`config.mk`:
```
export PLATFORM = sky130hd
export DESIGN_NAME = pipelined_control_unit
export DESIGN_NICKNAME = d
export VERILOG_FILES = /design/src/rtl/pipe_ctrl_pkg.sv /design/src/rtl/hazard_detection_unit.sv /design/src/rtl/pipelined_control_unit.sv
export SDC_FILE = /design/constraint.sdc
export NUM_CORES = 1
export LEC_CHECK = 0
export ABC_AREA = 1
export CORE_MARGIN = 5
export CORE_UTILIZATION = 32
export DETAILED_ROUTE_END_ITERATION = 12
export PLACE_DENSITY = 0.64
export SLEW_MARGIN = 20
export SYNTH_ARGS = -nofsm -noshare
export SYNTH_HDL_FRONTEND = slang
export SYNTH_SLANG_ARGS = --single-unit
```
`constraint.sdc`:
```
create_clock -name clk -period 3.8 [get_ports clk]
set_input_delay 0.38 -clock clk [delete_from_list [all_inputs] [get_ports clk]]
set_output_delay 0.38 -clock clk [all_outputs]
set_load 0.02 [all_outputs]
```
`src/rtl/pipe_ctrl_pkg.sv`:
```
// Shared decode constants, selector enums and the control bundle for the pipelined control unit.
package pipe_ctrl_pkg;

    localparam logic [6:0] OPC_OP     = 7'h33;
    localparam logic [6:0] OPC_OP_IMM = 7'h13;
    localparam logic [6:0] OPC_LOAD   = 7'h03;
    localparam logic [6:0] OPC_STORE  = 7'h23;
    localparam logic [6:0] OPC_BRANCH = 7'h63;
    localparam logic [6:0] OPC_JALR   = 7'h67;
    localparam logic [6:0] OPC_JAL    = 7'h6F;
    localparam logic [6:0] OPC_LUI    = 7'h37;
    localparam logic [6:0] OPC_AUIPC  = 7'h17;

    localparam logic [3:0] ALU_ADD = 4'h0;
    localparam logic [3:0] ALU_SUB = 4'h8;

    localparam int unsigned ALU_OP_BASE_W = 4;
    localparam int unsigned BUNDLE_HDR_W  = 12;

    typedef enum logic [1:0] {
        ASelRs1  = 2'd0,
        ASelPc   = 2'd1,
        ASelZero = 2'd2
    } alu_a_sel_e;

    typedef enum logic {
        BSelRs2 = 1'b0,
        BSelImm = 1'b1
    } alu_b_sel_e;

    typedef enum logic [2:0] {
        ImmI = 3'd0,
        ImmS = 3'd1,
        ImmB = 3'd2,
        ImmU = 3'd3,
        ImmJ = 3'd4
    } imm_sel_e;

    typedef struct packed {
        logic       illegal;
        logic       write;
        logic       store;
        logic       load;
        logic       branch;
        logic       jump;
        alu_a_sel_e alu_a_sel;
        alu_b_sel_e alu_b_sel;
        imm_sel_e   imm_sel;
        logic [3:0] alu_op;
    } ctrl_bundle_t;

    localparam ctrl_bundle_t BUBBLE = '0;

endpackage

```
`src/rtl/hazard_detection_unit.sv`:
```
// Stall and EX-operand forwarding decisions, purely combinational from the stage registers.
// Forwarding is built only with PIPE_CTRL_FORWARDING_EN; otherwise RAW hazards stall instead.
module hazard_detection_unit #(
    parameter int unsigned REG_ADDR_W = 5
) (
    input  logic [REG_ADDR_W-1:0] rs1_id,
    input  logic [REG_ADDR_W-1:0] rs2_id,
    input  logic                  use_rs1_id,
    input  logic                  use_rs2_id,
    input  logic                  load_ex,
    input  logic                  write_ex,
    input  logic                  write_mem,
    input  logic                  write_wb,
    input  logic [REG_ADDR_W-1:0] rd_ex,
    input  logic [REG_ADDR_W-1:0] rd_mem,
    input  logic [REG_ADDR_W-1:0] rd_wb,
    input  logic [REG_ADDR_W-1:0] rs1_ex,
    input  logic [REG_ADDR_W-1:0] rs2_ex,
    output logic                  hazard,
    output logic [1:0]            forward_a_sel,
    output logic [1:0]            forward_b_sel
);

`ifdef PIPE_CTRL_FORWARDING_EN
    localparam bit FwdEn = 1'b1;
`else
    localparam bit FwdEn = 1'b0;
`endif

    logic       load_use;
    logic       raw_any;
    logic [1:0] fwd_a;
    logic [1:0] fwd_b;

    function automatic logic hit(input logic [REG_ADDR_W-1:0] rs, input logic wr,
                                 input logic [REG_ADDR_W-1:0] rd);
        return wr && (rd != '0) && (rd == rs);
    endfunction

    always_comb begin
        load_use = load_ex && ((use_rs1_id && hit(rs1_id, 1'b1, rd_ex)) ||
                               (use_rs2_id && hit(rs2_id, 1'b1, rd_ex)));
        raw_any  = (use_rs1_id && (hit(rs1_id, write_ex, rd_ex) || hit(rs1_id, write_mem, rd_mem) ||
                                   hit(rs1_id, write_wb, rd_wb))) ||
                   (use_rs2_id && (hit(rs2_id, write_ex, rd_ex) || hit(rs2_id, write_mem, rd_mem) ||
                                   hit(rs2_id, write_wb, rd_wb)));
        hazard   = load_use || (!FwdEn && raw_any);

        // MEM is the younger producer, so it wins over WB.
        fwd_a = hit(rs1_ex, write_mem, rd_mem) ? 2'b01 :
                hit(rs1_ex, write_wb, rd_wb)   ? 2'b10 : 2'b00;
        fwd_b = hit(rs2_ex, write_mem, rd_mem) ? 2'b01 :
                hit(rs2_ex, write_wb, rd_wb)   ? 2'b10 : 2'b00;
        forward_a_sel = FwdEn ? fwd_a : 2'b00;
        forward_b_sel = FwdEn ? fwd_b : 2'b00;
    end

endmodule

```
`src/rtl/pipelined_control_unit.sv`:
```
// RV32I control decode plus ID/EX, EX/MEM, MEM/WB control registers with stall/flush handling.
// Optional operand forwarding is enabled by defining PIPE_CTRL_FORWARDING_EN.
module pipelined_control_unit
    import pipe_ctrl_pkg::*;
#(
    parameter int unsigned REG_ADDR_W = 5,
    parameter int unsigned ALU_OP_W   = 4,
    localparam int unsigned CTRL_W    = BUNDLE_HDR_W + ALU_OP_W
) (
    input  logic                  clk,
    input  logic                  rst,
    input  logic [6:0]            opcode_id,
    input  logic [2:0]            funct3_id,
    input  logic                  funct7b5_id,
    input  logic [REG_ADDR_W-1:0] rs1_id,
    input  logic [REG_ADDR_W-1:0] rs2_id,
    input  logic [REG_ADDR_W-1:0] rd_id,
    input  logic                  redirect_ex,
    input  logic                  stall_ext,
    output logic [CTRL_W-1:0]     ctrl_ex,
    output logic [CTRL_W-1:0]     ctrl_mem,
    output logic [CTRL_W-1:0]     ctrl_wb,
    output logic [REG_ADDR_W-1:0] rd_wb,
    output logic                  stall_if_id,
    output logic                  flush_id,
    output logic [1:0]            forward_a_sel,
    output logic [1:0]            forward_b_sel
);

    localparam int unsigned IDX_WRITE = CTRL_W - 2;
    localparam int unsigned IDX_LOAD  = CTRL_W - 4;

    ctrl_bundle_t          dec;
    logic                  use_rs1;
    logic                  use_rs2;
    logic [CTRL_W-1:0]     dec_wide;
    logic [CTRL_W-1:0]     ctrl_ex_q, ctrl_mem_q, ctrl_wb_q;
    logic [REG_ADDR_W-1:0] rd_ex_q, rd_mem_q, rd_wb_q, rs1_ex_q, rs2_ex_q;
    logic                  hazard;
    logic                  advance;
    logic                  bubble_id;

    always_comb begin
        dec     = BUBBLE;
        use_rs1 = 1'b0;
        use_rs2 = 1'b0;
        case (opcode_id)
            OPC_OP: begin
                dec.write  = 1'b1;
                dec.alu_op = {funct7b5_id, funct3_id};
                use_rs1    = 1'b1;
                use_rs2    = 1'b1;
            end
            OPC_OP_IMM: begin
                dec.write     = 1'b1;
                dec.alu_b_sel = BSelImm;
                dec.alu_op    = {(funct3_id == 3'b101) ? funct7b5_id : 1'b0, funct3_id};
                use_rs1       = 1'b1;
            end
            OPC_LOAD: begin
                dec.write     = 1'b1;
                dec.load      = 1'b1;
                dec.alu_b_sel = BSelImm;
                use_rs1       = 1'b1;
            end
            OPC_STORE: begin
                dec.store     = 1'b1;
                dec.alu_b_sel = BSelImm;
                dec.imm_sel   = ImmS;
                use_rs1       = 1'b1;
                use_rs2       = 1'b1;
            end
            OPC_BRANCH: begin
                dec.branch  = 1'b1;
                dec.imm_sel = ImmB;
                dec.alu_op  = ALU_SUB;
                use_rs1     = 1'b1;
                use_rs2     = 1'b1;
            end
            OPC_JALR: begin
                dec.write     = 1'b1;
                dec.jump      = 1'b1;
                dec.alu_b_sel = BSelImm;
                use_rs1       = 1'b1;
            end
            OPC_JAL: begin
                dec.write     = 1'b1;
                dec.jump      = 1'b1;
                dec.alu_a_sel = ASelPc;
                dec.alu_b_sel = BSelImm;
                dec.imm_sel   = ImmJ;
            end
            OPC_LUI: begin
                dec.write     = 1'b1;
                dec.alu_a_sel = ASelZero;
                dec.alu_b_sel = BSelImm;
                dec.imm_sel   = ImmU;
            end
            OPC_AUIPC: begin
                dec.write     = 1'b1;
                dec.alu_a_sel = ASelPc;
                dec.alu_b_sel = BSelImm;
                dec.imm_sel   = ImmU;
            end
            default: dec.illegal = 1'b1;
        endcase
        if (rd_id == '0) dec.write = 1'b0;
    end

    // Stretch the fixed bundle to CTRL_W; ALU op bits above the base four stay zero.
    always_comb begin
        dec_wide = '0;
        dec_wide[CTRL_W-1 -: BUNDLE_HDR_W] = dec[$bits(ctrl_bundle_t)-1 -: BUNDLE_HDR_W];
        dec_wide[ALU_OP_BASE_W-1:0] = dec.alu_op;
    end

    assign advance   = redirect_ex || !stall_ext;
    assign bubble_id = redirect_ex || (!stall_ext && hazard);

    always_ff @(posedge clk) begin
        if (rst) begin
            ctrl_ex_q  <= '0;
            ctrl_mem_q <= '0;
            ctrl_wb_q  <= '0;
            rd_ex_q    <= '0;
            rd_mem_q   <= '0;
            rd_wb_q    <= '0;
            rs1_ex_q   <= '0;
            rs2_ex_q   <= '0;
        end else if (advance) begin
            ctrl_mem_q <= ctrl_ex_q;
            ctrl_wb_q  <= ctrl_mem_q;
            rd_mem_q   <= rd_ex_q;
            rd_wb_q    <= rd_mem_q;
            if (bubble_id) begin
                ctrl_ex_q <= '0;
                rd_ex_q   <= '0;
                rs1_ex_q  <= '0;
                rs2_ex_q  <= '0;
            end else begin
                ctrl_ex_q <= dec_wide;
                rd_ex_q   <= rd_id;
                // Unused source fields are zeroed so they can never request a forward.
                rs1_ex_q  <= use_rs1 ? rs1_id : '0;
                rs2_ex_q  <= use_rs2 ? rs2_id : '0;
            end
        end
    end

    hazard_detection_unit #(
        .REG_ADDR_W(REG_ADDR_W)
    ) u_hazard (
        .rs1_id       (rs1_id),
        .rs2_id       (rs2_id),
        .use_rs1_id   (use_rs1),
        .use_rs2_id   (use_rs2),
        .load_ex      (ctrl_ex_q[IDX_LOAD]),
        .write_ex     (ctrl_ex_q[IDX_WRITE]),
        .write_mem    (ctrl_mem_q[IDX_WRITE]),
        .write_wb     (ctrl_wb_q[IDX_WRITE]),
        .rd_ex        (rd_ex_q),
        .rd_mem       (rd_mem_q),
        .rd_wb        (rd_wb_q),
        .rs1_ex       (rs1_ex_q),
        .rs2_ex       (rs2_ex_q),
        .hazard       (hazard),
        .forward_a_sel(forward_a_sel),
        .forward_b_sel(forward_b_sel)
    );

    assign ctrl_ex     = ctrl_ex_q;
    assign ctrl_mem    = ctrl_mem_q;
    assign ctrl_wb     = ctrl_wb_q;
    assign rd_wb       = rd_wb_q;
    assign flush_id    = !rst && redirect_ex;
    assign stall_if_id = !rst && !redirect_ex && (stall_ext || hazard);

endmodule
```
==> summary.txt, run 1 <==
final setup TNS: 0 ps
final total power: 1.61 mW
CTS root buf: clkbuf_8
Core Area: 9590 um^2
NumNets Final: 547
fin crit share: 73.2%
Syn Std Cell Area: 3100 um^2
global route total overflow: 0
minimum clock period after layout: 2780 ps
area of the multi-input gates: 1550 um^2
Clock Latency Late Sink: 330 ps
I/O pin count: 89
measured slew at the worst slew-check pin: 637 ps
most frequent cells in the layout: nor2_1 (89), clkdlybuf4s50_1 (84), dfxtp_1 (63)
Worst R2R Setup Slack: 1860 ps
Starting Density: 32.4%
Final Hold Viols: 0
FILL cells: 1,007
DRT Wirelength: 8400 um
crit end category: output pin
Final ANT Viol Nets: 0
Seq/Total Area, Yosys: 40.6%
Die Ht: 108 um
pwr/cell area: 382 nW/um^2
final slew viol count: 0
Iter 0 DRT Violations: 169
P_leak: 1.82 nW
cts hold-fix bufs: 0
CTS Buf Count: 9
HP Class: reg2reg
Clk pin slew, worst setup/hold paths: 70 ps
unrepaired setup endpoints after global routing: false
Clock Path Buffers: 2
first-pass GRT wire length: 13,900 um
share of the synthesized area in the top cell type: 40.6%
CP Max Fanout: 4
Critical Path Start Type: primary input
drt first pass iters: 4
Synth Area per Inst: 7.02 um^2
DR vias/cell: 4.52
PortBufs: 84
Max-Cap Viols: 0
die area: 11,800 um^2
Seq. cell area: 1260 um^2
CTS tree: yes
Post CTS Setup Buffer Count: 0
post-synth top area cell: dfxtp_1
CP Data Arrival Time: 2400 ps
# DRC: 0
Worst VDD drop: 145 uV
die width: 108 um
CTS resizes: 0
most common cell after layout, fill and taps aside: nor2_1
Fmax: 359 MHz
largest net degree at the start of global routing: 73
antenna fix cells: 0
GPL Wtd Cong: 0.894
H-tree depth reported by CTS: 3
final setup fails: 0
CP Class: in2out
Slew HR: 57.4%
Cell variety after synth: 30
status: finished, final reports clean
initial antenna violation count: 0
DP Cell Count: 639
synth top area cells: dfxtp_1 (41%), nor2_1 (11%), o21ai_0 (8.2%), nand2_1 (7.0%), inv_1 (4.5%)
Layout Skew: 7.65 ps
fin cells: 655
clk sinks: 63
vias in the first global route: 2,854
Critical Path RT: 3420 ps
HPWL after DPL: 6220 um
# rows: 36
Seq cells post-synth: 63
share of layout cells above drive strength 1: 10.5%
DR WL/cell: 12.8 um
yosys warns: 0
Total GRT Usage: 14.7%
Post-Syn Instances: 442
via count: 2,963
Syn-to-layout area delta: 36.1%
-- cell type report --
class	count	share of cell area, %
Clock buffer	11	3.35
Clock inverter	5	1.92
Inverter	42	3.73
Multi-Input combinational cell	314	36.8
Sequential cell	63	29.8
Tap cell	133	3.94
Timing Repair Buffer	87	20.4
-- metal layers --
metal  vias up  track usage, %  routed length [um]
li1       1544               -                   -
met1      1310            19.3                3910
met2        91            22.9                3830
met3        18            3.52                 441
met4         0            6.58                 210
met5         -               0                   0
-- stage by stage --
stage | worst slack [ps] | instance area (um^2) | hold slack (ps) | util [%]
after floorplan | 2150 | 3120 | 449 | -
after global placement | 1010 | 4000 | 464 | 41.7
after detailed placement | 1010 | 4000 | 475 | 41.7
after CTS | 1010 | 4230 | 491 | 44.0
after global routing | 861 | 4230 | 520 | 44.0
final | 1020 | 4230 | 484 | 44.0
-- worst paths after layout --
kind                                  from                  endpoint  cells after the start
hold reg to reg   ctrl_wb[11]$_SDFFE_PP0P_  ctrl_wb[11]$_SDFFE_PP0P_                      2
hold / removal    ctrl_wb[11]$_SDFFE_PP0P_  ctrl_wb[11]$_SDFFE_PP0P_                      2
setup reg to reg   rd_ex_q[3]$_SDFFE_PP0P_   rd_ex_q[0]$_SDFFE_PP0P_                     13
setup / recovery                 rs2_id[2]               stall_if_id                     11
-- Yosys cell counts --
library cell,instances
a21boi_0,3
a21oi_1,26
a31oi_1,2
and2_0,1
and3b_1,1
buf_2,4
buf_4,8
buf_6,2
clkbuf_1,12
clkinv_1,1
conb_1,1
dfxtp_1,63
inv_1,37
inv_2,4
nand2_1,58
nand2_2,4
nand2_4,1
nand3_1,19
nand3_2,3
nand4_1,3
nor2_1,89
nor2_2,22
nor2_4,2
nor3_1,2
o2111ai_1,1
o21ai_0,51
o21ai_2,1
o22ai_1,2
xnor2_1,7
xor2_1,12
-- report_power, final --
| group | switching, mW | internal, mW |
|---|---|---|
| clock | 0.263 | 0.388 |
| combinational | 0.143 | 0.109 |
| sequential | 0.0252 | 0.687 |
-- logic make-up after synthesis --
family,share of synthesized area [%]
AO/OA/AOI/OAI,14.5
XOR/XNOR,5.36
buffers and inverters,9.83
flip-flops,40.6
other,0.121
AND/OR/NAND/NOR,29.5
-- registers in the layout (all words and copies together), names as in the netlist --
signal / cells
ctrl_wb: 16
ctrl_mem: 16
rd_ex_q: 5
rd_mem_q: 5
ctrl_ex: 16
rd_wb: 5
-- worst max-delay path, cell delays in order --
cell             delay, ps
clkdlybuf4s50_1        570
xnor2_1                150
nand2_1                 70
nor2_1                 110
nand3_1                 80
nand3_1                130
nand2_2                 80
nand3_1                 80
nand3_1                 70
inv_1                   70
clkdlybuf4s50_1        610
Power figures use the tool's default switching activity.
==> inputs of run 2 (changes only) <==
- clock period: 3.8 -> 2.6 ns (I/O delays scaled with it)
==> run 2 against run 1 <==
Clock power grew 30%; flip-flop and latch count is the same; non-clock buffer count grew 3; clock-buffer cell count is the same; global-route usage is essentially flat; sequential share of layout area shrank 0.18 points; critical path type is now reg2out; critical endpoint unchanged; largest cell class unchanged.
==> summary.txt, run 2 (synthesized netlist as in run 1, its figures left out) <==
final slew viol count: 0 (unchanged)
unrepaired setup endpoints after global routing: false
vias in the first global route: 2,770 (-2.9%)
H-tree depth reported by CTS: 3 (unchanged)
pwr/cell area: 533 nW/um^2 (+40%)
Fmax: 467 MHz
Hold EP: ctrl_wb[11]$_SDFFE_PP0P_
Final Hold Viols: 0 (unchanged)
Iter 0 DRT Violations: 165 (-2.4%)
WL met3: 457 um (+3.6%)
Worst path top cell family by delay: simple AND/OR/NAND/NOR gates
share of layout cells above drive strength 1: 11.0% (+0.51 points)
P_leak: 1.84 nW (+1.2%)
worst-path cell chain: inv_1 > o21ai_0 > nor2_1 > nand3_1 > nand3_1 > nand2_2 > nand3_1 > nand3_1 > inv_1 > dlymetal6s2s_1
Final WS setup: 457 ps (-561 ps)
GPL Wtd Cong: 0.967 (+8.3%)
PortBufs: 84 (unchanged)
minimum clock period after layout: 2140 ps
Clk pin slew, worst setup/hold paths: 70 ps (about the same)
CP Data Arrival Time: 1880 ps (-520 ps)
DR vias/cell: 4.45 (-1.5%)
Clock Latency Late Sink: 330 ps (about the same)
NumNets Final: 550 (+0.55%)
drt first pass iters: 4 (unchanged)
DR WL/cell: 12.8 um (+0.21%)
CTS root buf: clkbuf_8
hold depth: 2 (unchanged)
top sig layer: met4
area of the multi-input gates: 1550 um^2 (unchanged)
status: finished, final reports clean
Post CTS Setup Buffer Count: 0 (unchanged)
setup slack at placement: 70.3 ps (-941 ps)
Critical Path RT: 2340 ps (-1080 ps)
Starting Density: 32.4% (unchanged)
DRT Wirelength: 8450 um (+0.67%)
crit end category: output pin
initial antenna violation count: 0 (unchanged)
# rows: 36 (unchanged)
die area: 11,800 um^2 (unchanged)
global route total overflow: 0 (unchanged)
Core Area: 9590 um^2 (unchanged)
largest net degree at the start of global routing: 53 (-27%)
Layout Skew: 10.0 ps (+2.36 ps)
Die Ht: 108 um (unchanged)
R2R depth: 11 (-2)
wl on met1: 3990 um (+2.0%)
min-delay src: ctrl_wb[11]$_SDFFE_PP0P_
CP Max Fanout: 4 (unchanged)
most common cell after layout, fill and taps aside: nor2_1
via count: 2,931 (-1.1%)
CP Class: reg2out
die width: 108 um (unchanged)
Clock Path Buffers: 2 (unchanged)
final setup TNS: 0 ps (unchanged)
FILL cells: 970 (-3.7%)
Critical Path Max Stage Delay: 420 ps (-190 ps)
Critical path buffers and inverters: 3 (unchanged)
RR Startpoint: rd_mem_q[3]$_SDFFE_PP0P_
Slowest-stage cell, CP: dfxtp_1
fin crit share: 82.4%
HP Class: reg2reg
CTS tree: yes
Worst VDD drop: 260 uV (+80%)
antenna fix cells: 0 (unchanged)
# DRC: 0 (unchanged)
HPWL after DPL: 6460 um (+3.9%)
Syn-to-layout area delta: 37.0%
Critical R2R Capture: rd_ex_q[2]$_SDFFE_PP0P_
met2 WL: 3850 um (+0.50%)
Worst R2R Setup Slack: 760 ps (-1100 ps)
Seq. cell area: 1260 um^2 (unchanged)
Placement Cell Area: 4050 um^2 (+1.2%)
final setup fails: 0 (unchanged)
Final ANT Viol Nets: 0 (unchanged)
cell repeated most along the worst path: nand3_1
Critical Path Start Type: flop
CTS Buf Count: 9 (unchanged)
I/O pin count: 89 (unchanged)
most frequent cells in the layout: nor2_1 (89), clkdlybuf4s50_1 (83), dfxtp_1 (63)
final instance area: 4250 um^2 (+0.62%)
Max-Cap Viols: 0 (unchanged)
first-pass GRT wire length: 13,800 um (-0.45%)
Total GRT Usage: 14.7% (-0.017 points)
clk sinks: 63 (unchanged)
==> run 2: cell type report <==
type | instances | share of cell area [%]
Inverter | 42 | 3.71
Clock inverter | 5 | 1.35
Multi-Input combinational cell | 314 | 36.6
Sequential cell | 63 | 29.7
Tap cell | 133 | 3.91
Clock buffer | 11 | 3.33
Timing Repair Buffer | 90 | 21.5
==> run 2: per-stage QoR <==
stage          utilization, %  hold slack, ps  power, mW  std cells
2_1_floorplan               -             329       1.28        445
3_3_place_gp             42.2             464       1.44        642
3_5_place_dp             42.2             475       1.44        642
4_1_cts                  44.3             491       2.30        658
5_1_grt                  44.3             515       2.38        658
6_report                 44.3             482       2.27        658
==> run 2: what timing repair did <==
action	in CTS	in global routing
resized for setup	0	1
endpoints found under the setup margin	0	1
hold endpoints to repair	0	0
hold buffers	0	0
==> run 2: worst reg2reg max path: stages, from the launching register on <==
cell     delay [ps]
dfxtp_1         420
inv_1           130
o21ai_0         250
nor2_1           80
nand3_1          80
nand3_1         110
nand2_2         100
nand3_2          80
nand2_2          70
nand2_2         150
buf_12          220
nor2_2           90
==> run 2: where the power goes <==
part / switching [mW] / total (mW) / internal (mW)
combinational: 0.211 / 0.378 / 0.167
clock: 0.379 / 0.846 / 0.467
sequential: 0.0382 / 1.04 / 1.00
total: 0.628 / 2.27 / 1.64
==> run 2: worst max-delay path by stage <==
stage	startpoint	endpoint	slack [ps]	cells past startpoint
2_1_floorplan	rd_wb[3]$_SDFFE_PP0P_	stall_if_id	1070	10
3_3_place_gp	opcode_id[5]	stall_if_id	70	10
3_5_place_dp	opcode_id[5]	stall_if_id	70	10
4_1_cts	rd_ex_q[3]$_SDFFE_PP0P_	stall_if_id	40	13
5_1_grt	rd_ex_q[3]$_SDFFE_PP0P_	stall_if_id	270	13
6_report	rd_mem_q[3]$_SDFFE_PP0P_	stall_if_id	460	10
==> run 2: per-layer routing <==
metal / global-route usage, % / vias up
met5: 0 / -
met4: 5.86 / 0
met3: 2.99 / 14
met2: 23.2 / 98
met1: 19.5 / 1270
li1: - / 1549
==> inputs of run 3 (changes only) <==
- clock period: 2.6 -> 2.2 ns (I/O delays scaled with it)
==> run 3 against run 2 <==
Cell count grew 2.9%; first-iteration DRC count down 15%; clock skew increased by 1.6 ps; clock power is 25% higher; power up 22%; die area unchanged; register-to-register slack got worse by 270 ps; flip-flop and latch count unchanged; sequential share of layout area decreased by 0.93 points.
==> summary.txt, run 3 (synthesized netlist as in run 1, its figures left out) <==
Post CTS Setup Buffer Count: 0 (unchanged)
global route total overflow: 0 (unchanged)
initial antenna violation count: 0 (unchanged)
min-delay src: ctrl_wb[12]$_SDFFE_PP0P_
cts hold-fix bufs: 0 (unchanged)
Critical R2R Capture: ctrl_ex[5]$_SDFFE_PP0P_
status: finished, final reports clean
largest net degree at the start of global routing: 44 (-17%)
CP Data Arrival Time: 1760 ps (-120 ps)
crit end category: output pin
P_leak: 1.93 nW (+5.0%)
CTS Buf Count: 9 (unchanged)
CTS root buf: clkbuf_8
share of layout cells above drive strength 1: 14.2% (+3.1 points)
Slowest-stage cell, CP: dfxtp_1
pwr/cell area: 628 nW/um^2 (+18%)
Iter 0 DRT Violations: 141 (-15%)
DR WL/cell: 12.5 um (-3.0%)
antenna fix cells: 0 (unchanged)
H-tree depth reported by CTS: 3 (unchanged)
Critical Path RT: 1980 ps (-360 ps)
HP Class: reg2reg
CTS tree: yes
worst-path cell chain: buf_4 > xor2_1 > nor2_1 > nand3_1 > nand3_1 > nand2_2 > nand3_1 > nand3_1 > inv_1 > clkbuf_2
most frequent cells in the layout: nor2_1 (89), clkdlybuf4s50_1 (83), dfxtp_1 (62)
NumNets Final: 569 (+3.5%)
Critical Path Max Stage Delay: 360 ps (-60 ps)
Layout Skew: 11.6 ps (+1.56 ps)
fin crit share: 90.2%
HPWL after DPL: 6490 um (+0.50%)
Clk pin slew, worst setup/hold paths: 60 ps (about the same)
power share of the sequential group: 44.6% (-1.4 points)
unrepaired setup endpoints after global routing: false
final setup TNS: 0 ps (unchanged)
most common cell after layout, fill and taps aside: nor2_1
Sw Pwr: 722 uW (+15%)
PortBufs: 84 (unchanged)
final slew viol count: 0 (unchanged)
clk sinks: 63 (unchanged)
DR vias/cell: 4.39 (-1.4%)
# rows: 36 (unchanged)
cell repeated most along the worst path: nand3_1
power share of the clock group: 38.6% (+1.3 points)
Core Area: 9590 um^2 (unchanged)
Worst VDD drop: 281 uV (+8.0%)
via count: 2,973 (+1.4%)
Die Ht: 108 um (unchanged)
DRT Wirelength: 8430 um (-0.22%)
Syn-to-layout area delta: 41.6%
Final Util: 45.8% (+1.5 points)
Fmax: 504 MHz
final setup fails: 0 (unchanged)
I/O pin count: 89 (unchanged)
die width: 108 um (unchanged)
R2R depth: 12 (+1)
Final Hold Viols: 0 (unchanged)
die area: 11,800 um^2 (unchanged)
final total power: 2.76 mW (+22%)
Final ANT Viol Nets: 0 (unchanged)
Clock Path Buffers: 2 (unchanged)
Starting Density: 32.4% (unchanged)
drt first pass iters: 4 (unchanged)
Total GRT Usage: 14.5% (-0.19 points)
vias in the first global route: 2,838 (+2.5%)
Hold EP: ctrl_wb[12]$_SDFFE_PP0P_
CP Max Fanout: 4 (unchanged)
Comb pwr share: 16.8% (about the same)
Clock Latency Late Sink: 330 ps (about the same)
Critical Path Start Type: flop
first-pass GRT wire length: 13,600 um (-1.9%)
GPL Wtd Cong: 0.839 (-13%)
# DRC: 0 (unchanged)
Min Hold Slack: 482 ps (-0.217 ps)
RR Startpoint: rd_wb[1]$_SDFFE_PP0P_
CP Class: reg2out
hold depth: 2 (unchanged)
Worst R2R Setup Slack: 490 ps (-270 ps)
Max-Cap Viols: 0 (unchanged)
switching share of power: 26.2% (-1.5 points)
minimum clock period after layout: 1980 ps
Int Power: 2.04 mW (+24%)
-- run 3: changes by cell type in the layout (fill, tap and decap cells not counted) --
cell / previous run / this run
clkinv_2: 1 / 2
dlymetal6s2s_1: 1 / 0
clkbuf_8: 10 / 9
bufinv_16: 1 / 2
clkbuf_2: 0 / 1
dfxtp_2: 0 / 1
clkinvlp_4: 3 / 0
clkbuf_1: 1 / 3
buf_4: 4 / 23
dfxtp_1: 63 / 62
-- run 3: cell type report --
class / count / area (um^2)
sequential: 63 / 1260
fill: 1002 / 5200
inverter: 42 / 158
clock inverter: 4 / 70.1
tap: 133 / 166
timing repair buffer: 109 / 1050
multi-input combinational: 314 / 1550
clock buffer: 12 / 135
-- run 3: layer usage --
metal / routed length [um] / global-route usage (%) / share of wire [%]
met2: 3790 / 22.4 / 45
met1: 4210 / 20.1 / 50
met4: 139 / 6.49 / 1.6
met3: 296 / 1.85 / 3.5
met5: 0 / 0 / 0
-- run 3: how the worst max path moves through the flow --
| stage | startpoint | endpoint | slack (ps) | cells after the start |
|---|---|---|---|---|
| global placement | rs2_id[4] | stall_if_id | -220 | 11 |
| finish | rd_wb[1]$_SDFFE_PP0P_ | stall_if_id | 220 | 10 |
| detailed placement | rs2_id[4] | stall_if_id | -220 | 11 |
| CTS | rd_wb[1]$_SDFFE_PP0P_ | stall_if_id | 20 | 10 |
| floorplan | rd_wb[3]$_SDFFE_PP0P_ | stall_if_id | 710 | 10 |
| global route | rd_mem_q[0]$_SDFFE_PP0P_ | stall_if_id | 6 | 13 |
-- run 3: timing repair --
action,CTS,global route
cloned,0,0
resized for setup,2,2
pin swaps,0,0
setup endpoints to repair,1,1
-- run 3: power by group through the flow --
stage | Sequential (mW) | Clock [mW] | Combinational [mW]
after floorplan | 1.29 | 0 | 0.223
after global placement | 1.25 | 0 | 0.464
after detailed placement | 1.26 | 0 | 0.467
after CTS | 1.23 | 1.09 | 0.468
after global routing | 1.24 | 1.14 | 0.513
final | 1.23 | 1.06 | 0.464
-- run 3: worst max-delay path, delay by kind of cell, from the launching register on --
family	cells	cell delay (ps)
and+or+nand+nor	6	520
buffers and inverters	3	410
xor gates and xnor gates	1	150
DFF	1	360
-- run 3: per-stage QoR --
step / instances / setup WS (ps) / cell area (um^2)
2_1_floorplan: 445 / 710 / 3120
3_3_place_gp: 661 / -219 / 4190
3_5_place_dp: 661 / -224 / 4190
4_1_cts: 677 / 23.8 / 4400
5_1_grt: 677 / 6.36 / 4390
6_report: 677 / 217 / 4390
